<file path="src/rtl/load_store_aligner_pkg.sv">
// Shared load/store encodings and lane helpers, reused by the aligner,
// the endian stage and the core decoder.
package load_store_aligner_pkg;

  localparam logic [1:0] LDST_BYTE = 2'd0;
  localparam logic [1:0] LDST_HALF = 2'd1;
  localparam logic [1:0] LDST_WORD = 2'd2;

  typedef struct packed {
    logic        rw;
    logic [1:0]  order;
    logic [31:0] addr;
    logic [3:0]  mask;
    logic [31:0] data;
  } ldst_req_t;

  typedef struct packed {
    logic [1:0] order;
    logic [1:0] lane;
  } ldst_trk_t;

  function automatic logic [3:0] ldst_mask(input logic [1:0] order, input logic [1:0] lane);
    case (order)
      LDST_BYTE: ldst_mask = 4'b0001 << lane;
      LDST_HALF: ldst_mask = lane[1] ? 4'b1100 : 4'b0011;
      default:   ldst_mask = 4'b1111;
    endcase
  endfunction

  function automatic logic [31:0] ldst_place(input logic [1:0] order, input logic [1:0] lane,
                                             input logic [31:0] data);
    case (order)
      LDST_BYTE: ldst_place = {24'b0, data[7:0]} << {lane, 3'b000};
      LDST_HALF: ldst_place = lane[1] ? {data[15:0], 16'b0} : {16'b0, data[15:0]};
      default:   ldst_place = data;
    endcase
  endfunction

  // Reserved order 3 falls into the word case everywhere.
  function automatic logic ldst_misaligned(input logic [1:0] order, input logic [1:0] lane);
    case (order)
      LDST_BYTE: ldst_misaligned = 1'b0;
      LDST_HALF: ldst_misaligned = lane[0];
      default:   ldst_misaligned = |lane;
    endcase
  endfunction

  function automatic logic [31:0] ldst_extract(input logic [1:0] order, input logic [1:0] lane,
                                               input logic [31:0] word);
    logic [31:0] shifted;
    shifted = word >> {lane, 3'b000};
    case (order)
      LDST_BYTE: ldst_extract = {24'b0, shifted[7:0]};
      LDST_HALF: ldst_extract = lane[1] ? {16'b0, word[31:16]} : {16'b0, word[15:0]};
      default:   ldst_extract = word;
    endcase
  endfunction

endpackage

</file>
<file path="src/rtl/load_store_aligner_fifo.sv">
// Small synchronous FIFO used for both the request buffer and the load
// tracking queue; push is allowed when full if a pop happens the same cycle.
module ldst_fifo2 #(
  parameter int WIDTH = 8,
  parameter int DEPTH = 2
) (
  input  logic             i_clock,
  input  logic             i_reset,
  input  logic             i_push,
  input  logic             i_pop,
  input  logic [WIDTH-1:0] i_data,
  output logic [WIDTH-1:0] o_data,
  output logic             o_full,
  output logic             o_empty
);
  localparam int PW = (DEPTH > 1) ? $clog2(DEPTH) : 1;
  localparam int CW = $clog2(DEPTH + 1);
  localparam logic [PW-1:0] LAST = PW'(DEPTH - 1);

  logic [WIDTH-1:0] r_mem [DEPTH];
  logic [PW-1:0]    r_rdPtr;
  logic [PW-1:0]    r_wrPtr;
  logic [CW-1:0]    r_count;
  logic             w_doPush;
  logic             w_doPop;

  assign o_full   = (r_count == CW'(DEPTH));
  assign o_empty  = (r_count == '0);
  assign o_data   = r_mem[r_rdPtr];
  assign w_doPop  = i_pop && !o_empty;
  assign w_doPush = i_push && (!o_full || w_doPop);

  // Storage is cleared on reset so the head reads as zero while empty.
  always_ff @(posedge i_clock) begin
    if (i_reset) begin
      for (int i = 0; i < DEPTH; i++) r_mem[i] <= '0;
      r_rdPtr <= '0;
      r_wrPtr <= '0;
      r_count <= '0;
    end else begin
      if (w_doPush) begin
        r_mem[r_wrPtr] <= i_data;
        r_wrPtr        <= (r_wrPtr == LAST) ? '0 : r_wrPtr + PW'(1);
      end
      if (w_doPop) r_rdPtr <= (r_rdPtr == LAST) ? '0 : r_rdPtr + PW'(1);
      r_count <= r_count + CW'(w_doPush) - CW'(w_doPop);
    end
  end

endmodule

</file>
<file path="src/rtl/load_store_aligner.sv">
// Aligns core load/store requests into word address, byte mask and lane data,
// buffers them toward memory and right-aligns returned load words.
module load_store_aligner
  import load_store_aligner_pkg::*;
#(
  parameter int FIFO_DEPTH = 2
) (
  input  logic        iCLOCK,
  input  logic        iRESET_SYNC,
  input  logic        iLDST_REQ,
  output logic        oLDST_BUSY,
  input  logic        iLDST_RW,
  input  logic [1:0]  iLDST_ORDER,
  input  logic [31:0] iLDST_ADDR,
  input  logic [31:0] iLDST_DATA,
  output logic        oMEM_REQ,
  input  logic        iMEM_BUSY,
  output logic        oMEM_RW,
  output logic [31:0] oMEM_ADDR,
  output logic [3:0]  oMEM_MASK,
  output logic [31:0] oMEM_DATA,
  input  logic        iMEM_VALID,
  input  logic [31:0] iMEM_DATA,
  output logic        oLDST_VALID,
  output logic [31:0] oLDST_DATA,
  output logic        oFAULT_MISALIGN,
  output logic [31:0] oFAULT_ADDR
);
  ldst_req_t   w_reqIn;
  ldst_req_t   w_reqHead;
  ldst_trk_t   w_trkIn;
  ldst_trk_t   w_trkHead;
  logic        w_reqFull, w_reqEmpty, w_trkFull, w_trkEmpty;
  logic        w_accept, w_misalign, w_reqPush, w_reqPop;
  logic        w_trkPush, w_trkPop, w_issueOk;
  logic        r_ldstValid;
  logic [31:0] r_ldstData;
  logic        r_fault;
  logic [31:0] r_faultAddr;

  assign w_accept   = iLDST_REQ && !w_reqFull;
  assign w_misalign = ldst_misaligned(iLDST_ORDER, iLDST_ADDR[1:0]);
  assign w_reqPush  = w_accept && !w_misalign;

  always_comb begin
    w_reqIn       = '0;
    w_reqIn.rw    = iLDST_RW;
    w_reqIn.order = iLDST_ORDER;
    w_reqIn.addr  = iLDST_ADDR;
    w_reqIn.mask  = ldst_mask(iLDST_ORDER, iLDST_ADDR[1:0]);
    w_reqIn.data  = iLDST_RW ? ldst_place(iLDST_ORDER, iLDST_ADDR[1:0], iLDST_DATA) : 32'h0;
  end

  // A load may only leave when a tracking slot is free or frees up this cycle.
  assign w_trkPop  = iMEM_VALID && !w_trkEmpty;
  assign w_issueOk = w_reqHead.rw || !w_trkFull || w_trkPop;
  assign oMEM_REQ  = !w_reqEmpty && w_issueOk;
  assign w_reqPop  = oMEM_REQ && !iMEM_BUSY;
  assign w_trkPush = w_reqPop && !w_reqHead.rw;

  always_comb begin
    w_trkIn       = '0;
    w_trkIn.order = w_reqHead.order;
    w_trkIn.lane  = w_reqHead.addr[1:0];
  end

  ldst_fifo2 #(.WIDTH($bits(ldst_req_t)), .DEPTH(FIFO_DEPTH)) u_reqFifo (
    .i_clock (iCLOCK),
    .i_reset (iRESET_SYNC),
    .i_push  (w_reqPush),
    .i_pop   (w_reqPop),
    .i_data  (w_reqIn),
    .o_data  (w_reqHead),
    .o_full  (w_reqFull),
    .o_empty (w_reqEmpty)
  );

  ldst_fifo2 #(.WIDTH($bits(ldst_trk_t)), .DEPTH(FIFO_DEPTH)) u_trkFifo (
    .i_clock (iCLOCK),
    .i_reset (iRESET_SYNC),
    .i_push  (w_trkPush),
    .i_pop   (w_trkPop),
    .i_data  (w_trkIn),
    .o_data  (w_trkHead),
    .o_full  (w_trkFull),
    .o_empty (w_trkEmpty)
  );

  assign oLDST_BUSY = w_reqFull;
  assign oMEM_RW    = w_reqHead.rw;
  assign oMEM_ADDR  = {w_reqHead.addr[31:2], 2'b00};
  assign oMEM_MASK  = w_reqHead.mask;
  assign oMEM_DATA  = w_reqHead.data;

  // Load results and misalignment faults are both one-cycle registered pulses.
  always_ff @(posedge iCLOCK) begin
    if (iRESET_SYNC) begin
      r_ldstValid <= 1'b0;
      r_ldstData  <= 32'h0;
      r_fault     <= 1'b0;
      r_faultAddr <= 32'h0;
    end else begin
      r_ldstValid <= w_trkPop;
      if (w_trkPop) r_ldstData <= ldst_extract(w_trkHead.order, w_trkHead.lane, iMEM_DATA);
      r_fault <= w_accept && w_misalign;
      if (w_accept && w_misalign) r_faultAddr <= iLDST_ADDR;
    end
  end

  assign oLDST_VALID     = r_ldstValid;
  assign oLDST_DATA      = r_ldstData;
  assign oFAULT_MISALIGN = r_fault;
  assign oFAULT_ADDR     = r_faultAddr;

endmodule

</file>
<file path="config.mk">
export PLATFORM = sky130hd
export DESIGN_NAME = load_store_aligner
export DESIGN_NICKNAME = d
export VERILOG_FILES = /design/src/rtl/load_store_aligner_pkg.sv /design/src/rtl/load_store_aligner_fifo.sv /design/src/rtl/load_store_aligner.sv
export SDC_FILE = /design/constraint.sdc
export NUM_CORES = 1
export LEC_CHECK = 0
export ABC_AREA = 1
export CAP_MARGIN = 0
export CORE_ASPECT_RATIO = 1.2
export CORE_MARGIN = 3
export CORE_UTILIZATION = 55
export DETAILED_ROUTE_END_ITERATION = 10
export PLACE_DENSITY = 0.88
export SETUP_SLACK_MARGIN = 0.02
export SYNTH_ARGS = -nofsm -noshare
export SYNTH_HDL_FRONTEND = slang
export SYNTH_HIERARCHICAL = 1
export SYNTH_SLANG_ARGS = --single-unit
</file>
<file path="constraint.sdc">
create_clock -name iCLOCK -period 8.61 [get_ports iCLOCK]
set_input_delay 2.583 -clock iCLOCK [delete_from_list [all_inputs] [get_ports iCLOCK]]
set_output_delay 2.583 -clock iCLOCK [all_outputs]
set_load 0.03 [all_outputs]
</file>
======== Yosys cells after proc, flatten, opt, wreduce, memory -nomap -nowiden ========
Memory sizes are Yosys's and may differ from the RTL's. A register that Yosys moved wholly into a read port is not among the register bits.
Cells that the tools add are included.
word-level totals
  register bits ........................... 74
  latch bits .............................. 0
  bits in writable memories ............... 150
  bits in read-only memories .............. 0
  input bits .............................. 104
  output and inout port bits .............. 137
  memories kept ........................... 2
memories
  memory           words  width  rd ports  clocked after Yosys merged registers in  wr ports  RTL line                       RTL
  u_reqFifo.r_mem  2      71     1         1                                        2         load_store_aligner_fifo.sv:20  logic [WIDTH-1:0] r_mem [DEPTH];
  u_trkFifo.r_mem  2      4      1         1                                        2         load_store_aligner_fifo.sv:20
cells by class
  add/sub/neg operators ................... 8
  multipliers ............................. 0
  div/mod/pow operators ................... 0
  magnitude comparators ................... 0
  equality and inequality tests ........... 4
  shifts and indexed selects .............. 3
  muxes and demuxes ....................... 30
  bitwise logic cells ..................... 0
  reductions and logical operators ........ 29
operator list
  cell                                                  count
  case mux 32 bit (2 select lines)                      2
  two-way mux 71 bit                                    1
  OR reduction 71 bit                                   1
  two-way mux 32 bit                                    2
  left shift 8 x 5 -> 32 bit                            1
  right shift 32 x 5 -> 8 bit                           1
  two-way mux 1 bit                                     20
  two-way mux 16 bit                                    1
  logical AND 1 bit                                     11
  zero test 2 bit                                       4
  two-way mux 4 bit                                     2
  case mux 4 bit (2 select lines)                       1
  zero test 1 bit                                       7
  adder 1 bit (second input constant)                   4
  adder 2 x 1 -> 2 bit                                  2
  equality test 2 x 1 -> 1 bit (second input constant)  2
  equality test 2 bit (second input constant)           2
  logical OR 1 bit                                      4
  OR reduction 4 bit                                    1
  left shift 1 x 2 -> 4 bit (first input constant)      1
  subtractor 2 x 1 -> 2 bit                             2
  case mux 1 bit (2 select lines)                       1
  OR reduction 2 bit                                    1

======== Logic depth before layout (Yosys ltp) ========
  word-level depth ........................ 14
  gate-level depth with buffers ........... 19

======== Cells and area by module ========
Netlist, hierarchy kept.
by module, submodules not included
  module                   times used  cells each  area each (um2)
  ldst_fifo2 at u_reqFifo  1           490         6434.9
  load_store_aligner       1           637         3792.4
  ldst_fifo2 at u_trkFifo  1           66          624.3

======== Least setup slack after synthesis ========
No wires, ideal clock.
  path kind ............................... input to register
  start point ............................. input port iLDST_ORDER[1]
  end point ............................... memory u_reqFifo/r_mem[0][0] (netlist name) (enable)
  setup time .............................. 0.431 ns
  arrival ................................. 5.552 ns
  setup slack ............................. 2.626 ns
  cell stages on the path ................. 7
  buffers on the path ..................... 2
  path through ............................ buf_6 nor2_8 inv_2 a21boi_0 nand4_4 buf_6 nand2_1
RTL lines
  element          RTL line                       RTL
  start, declared  load_store_aligner.sv:13       input logic [1:0] iLDST_ORDER,
  end, declared    load_store_aligner_fifo.sv:20

======== Worst setup path in the final report ========
  start point ............................. input port iMEM_VALID
  end point ............................... output port oMEM_REQ
on the way
  cells in the longest elaborated chain, start to end .. 3
RTL lines
  element            RTL line                  RTL
  start, declared    load_store_aligner.sv:22  input logic iMEM_VALID,
  logical AND 1 bit  load_store_aligner.sv:55  assign w_trkPop = iMEM_VALID && !w_trkEmpty;
  logical OR 1 bit   load_store_aligner.sv:56  assign w_issueOk = w_reqHead.rw || !w_trkFull || w_trkPop;
  logical AND 1 bit  load_store_aligner.sv:57  assign oMEM_REQ = !w_reqEmpty && w_issueOk;
  end, declared      load_store_aligner.sv:16  output logic oMEM_REQ,
No other way between the ends.

==> reports/summary.log <==
qor: status.run_status finished clean
qor: cells_and_area.antenna-diode-count 0
qor: drt.remaining_drc_errors 0
qor: power.p_leak 5.90 nW
qor: timing.transition_time_at_the_pin_with_the_least_slew_margin 1.08 ns
qor: critical_path.critical_path.top_delay_family buffers and inverters
qor: cells_and_area.layoutNonFillerInstCount 1670
qor: critical_path.critPathMaxFanout 34
qor: yosys.synth.ff_latch_count 226
qor: placement.hpwl 17900 um
qor: cells_and_area.drive_gt1_frac 0.115
qor: critical_path.critical_path_top_delay_cell clkdlybuf4s50_1
qor: timing.grt_setup_unrepaired no
qor: die.start_util 0.567
qor: die.number_of_placed_i_o_pins 241
qor: die.die_area 21500 um2
qor: placement.gp_congestion 0.926
qor: critical_path.timing.critical_path.slowest_cell_delay 0.72 ns
qor: timing.final.hold.worst_slack 0.485 ns
qor: yosys.synthesis.yosys.warnings 6
qor: cells_and_area.layout-area-overhead-vs-synth 28.3%
qor: grt.vias_in_the_first_global_route 8559
qor: timing.hold_violations 0
qor: yosys.synth_sequential_area_ratio 0.555
qor: critical_path.critical_path_required 6.03 ns
qor: drt.drt_wl_total 27200 um
qor: yosys.synthesis.area 10900 um2
qor: clocking.post_cts_resized 0
qor: clocking.cts_made_buffers 22
qor: die.die_width 134 um
qor: timing.clock.fmax 141 MHz
qor: timing.fin_setup_tns 0 ns
qor: die.core 19100 um2
qor: power.power_density 200 nW/um2
qor: critical_path.start_kind input pin
qor: placement.dpl.cell_count 1630
qor: grt.overflow_left_after_global_routing 0
qor: drt.dr_total_vias 8610
qor: drt.vias_per_cell 5.16
qor: die.floorplan.rows 55
qor: timing.max_slew_margin 0.276
qor: grt.track_usage 0.249
qor: clocking.clock_insertion_delay_worst_skew 0.50 ns
qor: clocking.clockRootBuffer clkbuf_16
qor: critical_path.timing_worst_setup_path_type in -> out
qor: cells_and_area.postLayoutCoreUtil 0.728
qor: cells_and_area.final_nets 1504
qor: yosys.syn_avg_cell_area 9.10 um2
qor: power.total_power 0.00278 W
qor: job.max-cap-violations 0
qor: drt.detail-route-antenna-nets 0
qor: timing.post-route-period-util 0.822
qor: critical_path.path_buf_inv 2
qor: yosys.postSynthCellCount 1193
qor: clocking.tritoncts_clock_tree built
qor: grt.grt_max_degree 73
qor: timing.finalWorstPathRequiredPeriod 7.08 ns
qor: clocking.htree_num_levels 1
qor: drt.wl_per_cell 16.3 um
qor: clocking.cts.hold.buffers_added 0
qor: clocking.cts_max_path_buffers 3
qor: critical_path.critPathArrivalTime 4.50 ns
qor: hold_path.hold_path.class reg -> reg
qor: power.peakVddDrop 0.129 mV
qor: die.die_y 160 um
qor: placement.place.port_buffers 238
qor: drt.drt-pass1-iter-count 8
qor: critical_path.worstPathCellList clkdlybuf4s50_1, nand2_2, a21oi_1, clkdlybuf4s50_1
qor: critical_path.worstSetupEndpointType primary output
qor: clocking.post_cts_repair_setup_buffers 0
qor: clocking.clkTransAtPathRegs 0.06 ns
qor: critical_path.critical-path-top-cell-by-count clkdlybuf4s50_1
qor: timing.setup_viol_count_final 0
qor: drt.drt_iter0_drc 630
qor: timing.final.setup_skew 0.0117 ns
qor: timing.final_max_slew_viol_count 0
qor: grt.antenna_found_initial 0
qor: grt.global_route_wire_length_before_repair 43600 um
qor: yosys.yosysUniqueCellTypes 32
qor: clocking.clkSinkCount 226
-- flip-flops by register name, indices dropped and copies added (netlist names), 2 cells and up, named ones only --
name               count
oLDST_DATA            32
u_trkFifo/r_mem        8
u_reqFifo/r_mem      142
oFAULT_ADDR           32
u_reqFifo/r_count      2
u_trkFifo/r_count      2
-- metrics by stage --
stage	instance area, um2	setup slack [ns]
3_3_place_gp	13200	1.60
3_5_place_dp	13200	1.53
5_1_grt	13900	1.41
4_1_cts	13900	1.53
6_report	13900	1.53
2_1_floorplan	10900	2.63
-- worst reg2reg max path, delay by kind of cell, from the launching register on --
| kind | cells | cell delay [ns] |
|---|---|---|
| AOI/OAI and AO/OA | 1 | 0.09 |
| buffers and inverters | 3 | 0.88 |
| muxes | 1 | 0.47 |
| and+or+nand+nor | 5 | 1.19 |
| DFF | 1 | 0.97 |
-- cell usage in the layout, fill, tap and decap left out, types with 4 or more instances in the layout --
master           Yosys  final
dfxtp_1             76     75
clkinv_1             3      7
nor2_4               5      5
clkdlybuf4s50_1      0    238
mux2_2              75     75
nand3_1             57     57
clkbuf_1            14      6
clkbuf_16            0     24
inv_2                5      5
inv_1              164    163
nand2_1            241    239
nor2_2              27     27
buf_4                9      5
nor2_1             231    231
o21ai_0             26     26
nand4_1             16     16
nand3_2              4      4
a21oi_1             34     34
edfxtp_1           150    150
-- logic make-up (layout without fill, tap and decap cells) --
| family | count (synthesis) | count (layout) | synth area share |
|---|---|---|---|
| simple gates | 589 | 589 | 0.233 |
| compound gates | 65 | 65 | 0.0307 |
| mux | 75 | 75 | 0.0778 |
| flops | 226 | 226 | 0.555 |
| fa+ha+maj | 2 | 2 | 0.00231 |
| buf+inv | 235 | 455 | 0.100 |
| other cells | 1 | 2 | 0.000346 |
-- path summary, 6_finish.rpt --
check                                end  cells past startpoint  slack (ns)      startpoint
setup / recovery                oMEM_REQ                      4        1.53      iMEM_VALID
hold / removal            oLDST_DATA[18]                      2        0.48  oLDST_DATA[18]
setup reg to reg  u_reqFifo/r_mem[1][58]                     10        4.45       flip-flop
hold reg to reg           oLDST_DATA[18]                      2        0.48  oLDST_DATA[18]
-- power breakdown --
part	total [W]	internal (W)	switching, W
clock	0.000991	0.000594	0.000397
combinational	0.000524	0.000207	0.000317
sequential	0.00126	0.00123	0.0000336
-- area by class of cell --
| type | count | area [um2] |
|---|---|---|
| Fill cell | 1351 | 5210 |
| Clock buffer | 33 | 664 |
| Inverter | 172 | 646 |
| Tap cell | 256 | 320 |
| Timing Repair Buffer | 243 | 2420 |
| Clock inverter | 7 | 85.1 |
| Sequential cell | 226 | 6030 |
| Multi-Input combinational cell | 733 | 3760 |
-- layer usage --
layer  up-vias  global-route usage  share of wire
met5         -                   0              0
met4         0              0.0926          0.034
met2       360               0.442           0.51
li1       4186                   -              -
met1      3998               0.297           0.38
met3        66              0.0539          0.079
-- cell usage after synthesis --
cell / instances / area [um2]
a21boi_0: 1 / 7.51
dfxtp_1: 76 / 1520
buf_2: 19 / 95.1
buf_4: 9 / 67.6
nand2_4: 1 / 11.3
nand4_1: 16 / 100
clkinv_1: 3 / 11.3
inv_1: 164 / 616
edfxtp_1: 150 / 4500
nand2_2: 2 / 12.5
clkbuf_8: 1 / 13.8
o21ai_1: 2 / 10.0
nor2_1: 231 / 867
a21oi_1: 34 / 170
clkbuf_1: 14 / 52.6
buf_1: 1 / 3.75
o211ai_1: 2 / 15.0
nor2_4: 5 / 56.3
nor2_8: 1 / 20.0
o21ai_0: 26 / 130
clkbuf_2: 1 / 5.00
nor2_2: 27 / 169
buf_6: 18 / 203
inv_2: 5 / 18.8
nand2_1: 241 / 905
nand4_2: 2 / 25.0
nand4_4: 2 / 42.5
nand3_1: 57 / 285
conb_1: 1 / 3.75
ha_1: 2 / 25.0
mux2_2: 75 / 845
nand3_2: 4 / 40.0
(Power assumes the default switching activity.)
==> RTL change, RTL diff (config.mk and constraints unchanged) <==
The parameter `FIFO_DEPTH` goes from 2 to 1.
--- a/src/rtl/load_store_aligner.sv
+++ b/src/rtl/load_store_aligner.sv
@@ -4,5 +4,5 @@
   import load_store_aligner_pkg::*;
 #(
-  parameter int FIFO_DEPTH = 2
+  parameter int FIFO_DEPTH = 1
 ) (
   input  logic        iCLOCK,
Formal check against the unedited RTL: not equivalent (a bounded check fails within 4 cycles, from zero or initial values and one cycle with iRESET_SYNC high).
==> RTL change against the unedited design <==
  * Register-to-register slack improved by 1.4 ns
  * Clock power fell by 25%
  * Total power fell by 32%
  * Setup slack improved by 0.020 ns
  * Sequential cell count fell by 83
  * Via count fell by 25%
  * Routed wire length fell by 26%
  * Critical path depth did not move
  * Utilization rose by 9.3 points
  * Synthesized area fell by 37%
  * Cell area fell by 30%
==> RTL change: results (changes against the unedited design) <==
stage;metric;value;unit;change
outcome;outcome;finished clean;;unchanged
layout;layout cells sized above 1;4.395;%;was 11.53%
clocking;cts bufs inserted;17;;was 22
worst_hold_path;min-delay src;oLDST_DATA[27];;was oLDST_DATA[18]
sta;Worst Tran Pin Value;1.102;ns;was 1.077 ns
global_routing;vias in the first global route;6198;;was 8559
layout;Final Instance Count excl. Fillers;1272;;was 1670
yosys;Post-synth top cells;nand2_1, nor2_1, inv_1, edfxtp_1, dfxtp_1;;unchanged
global_routing;global-route wire length before repair;31290;um;was 43570 um
layout;fillers;785;;was 1351
drt;starting DRC count in detailed routing;490;;was 630
yosys;Seq/Total Area, Yosys;52.97;%;was 55.53%
global_routing;largest net degree at the start of global routing;72;;was 73
power;leakage;0.004378;uW;was 0.005901 uW
place;RePlAce Congestion;0.8814;;was 0.9263
yosys;mux cell area share after synthesis;0;%;was 7.783%
place;hpwl dp;13250;um;was 17900 um
layout;max reg flops;71;;was 142
critical_path;crit path to;oMEM_REQ;;unchanged
layout;final net count;1206;;was 1504
clocking;CTS Buffer Depth;2;;was 3
global_routing;Total GRT Usage;29.23;%;was 24.94%
critical_path;FF-to-FF End;u_reqFifo/r_mem[0][60];;was u_reqFifo/r_mem[1][58]
yosys;EDFF count, synth;75;;was 150
drt;first-pass iteration count of the detailed router;5;;was 8
yosys;ranking of synthesized cells by area;edfxtp_1, dfxtp_1, nand2_1;;unchanged
critical_path;CP Data Arrival Time;4.48;ns;was 4.50 ns
critical_path;CP Max Fanout;34;;unchanged
power;peak supply drop;150.2;uV;was 128.8 uV
drt;Via density;5.100;;was 5.156
sta;Max Clock Skew;0.01109;ns;was 0.01172 ns
yosys;Synth Area in Adders;0;%;was 0.2306%
yosys;Yosys cell types;27;;was 32
yosys;Post-Syn Area per Cell;7.673;um2;was 9.096 um2
clocking;latest clock arrival within the worst-skew pair;0.42;ns;was 0.50 ns
yosys;post-synthesis compound-gate area fraction;4.806;%;was 3.067%
-- RTL change: routing by layer --
layer	track usage [%]	vias up	routed length [um]
met2	49.56	356	9930
met4	15.97	0	1011
met1	33.74	2920	7273
met5	0	-	0
li1	-	3142	-
met3	7.254	69	1798
-- RTL change: layout make-up --
class	instances	share of cell area [%]
Multi-Input combinational cell	537	23.62
Clock buffer	18	4.418
Clock inverter	14	1.726
Sequential cell	143	37.20
Timing Repair Buffer	241	24.76
Tap cell	157	2.022
Inverter	162	6.260
-- RTL change: through the flow --
step	util [%]	hold slack (ns)	total power, uW
3_3_place_gp	77.03	0.4644	1137
5_1_grt	82.07	0.5057	1937
2_1_floorplan	-	0.4863	988.9
6_report	82.07	0.4829	1875
3_5_place_dp	77.03	0.4721	1143
4_1_cts	82.07	0.4862	1881
-- RTL change: worst min path at each step --
stage                     cells past startpoint  slack (ns)                to
after floorplan                               2        0.49  u_trkFifo/o_full
after global placement                        2        0.46    oLDST_DATA[28]
after detailed placement                      2        0.47    oLDST_DATA[28]
after CTS                                     2        0.49    oLDST_DATA[28]
after global routing                          2        0.51    oLDST_DATA[27]
final                                         2        0.48    oLDST_DATA[27]
-- RTL change: cells by family (layout without fill, tap and decap cells) --
group	after synthesis	count (layout)
flip-flops	143	143
buffers and inverters	210	435
AO/OA/AOI/OAI	65	65
AND/OR/NAND/NOR	470	470
other	1	2
-- RTL change: report_power, final --
group | internal (uW) | total [uW] | switching [uW]
Sequential | 763 | 783 | 19.8
Combinational | 139 | 352 | 213
Clock | 455 | 740 | 284
-- RTL change: worst reg2reg max path, cell delays in order, from the launching register on --
cell and delay (ns):
dfxtp_1 0.37, inv_1 0.06, inv_1 0.06, nand2_2 0.37, a21oi_1 0.33, nand2_1 0.10
inv_1 0.07, inv_1 0.05, nand2_2 0.09, nand2_1 0.10, nand2_4 0.73
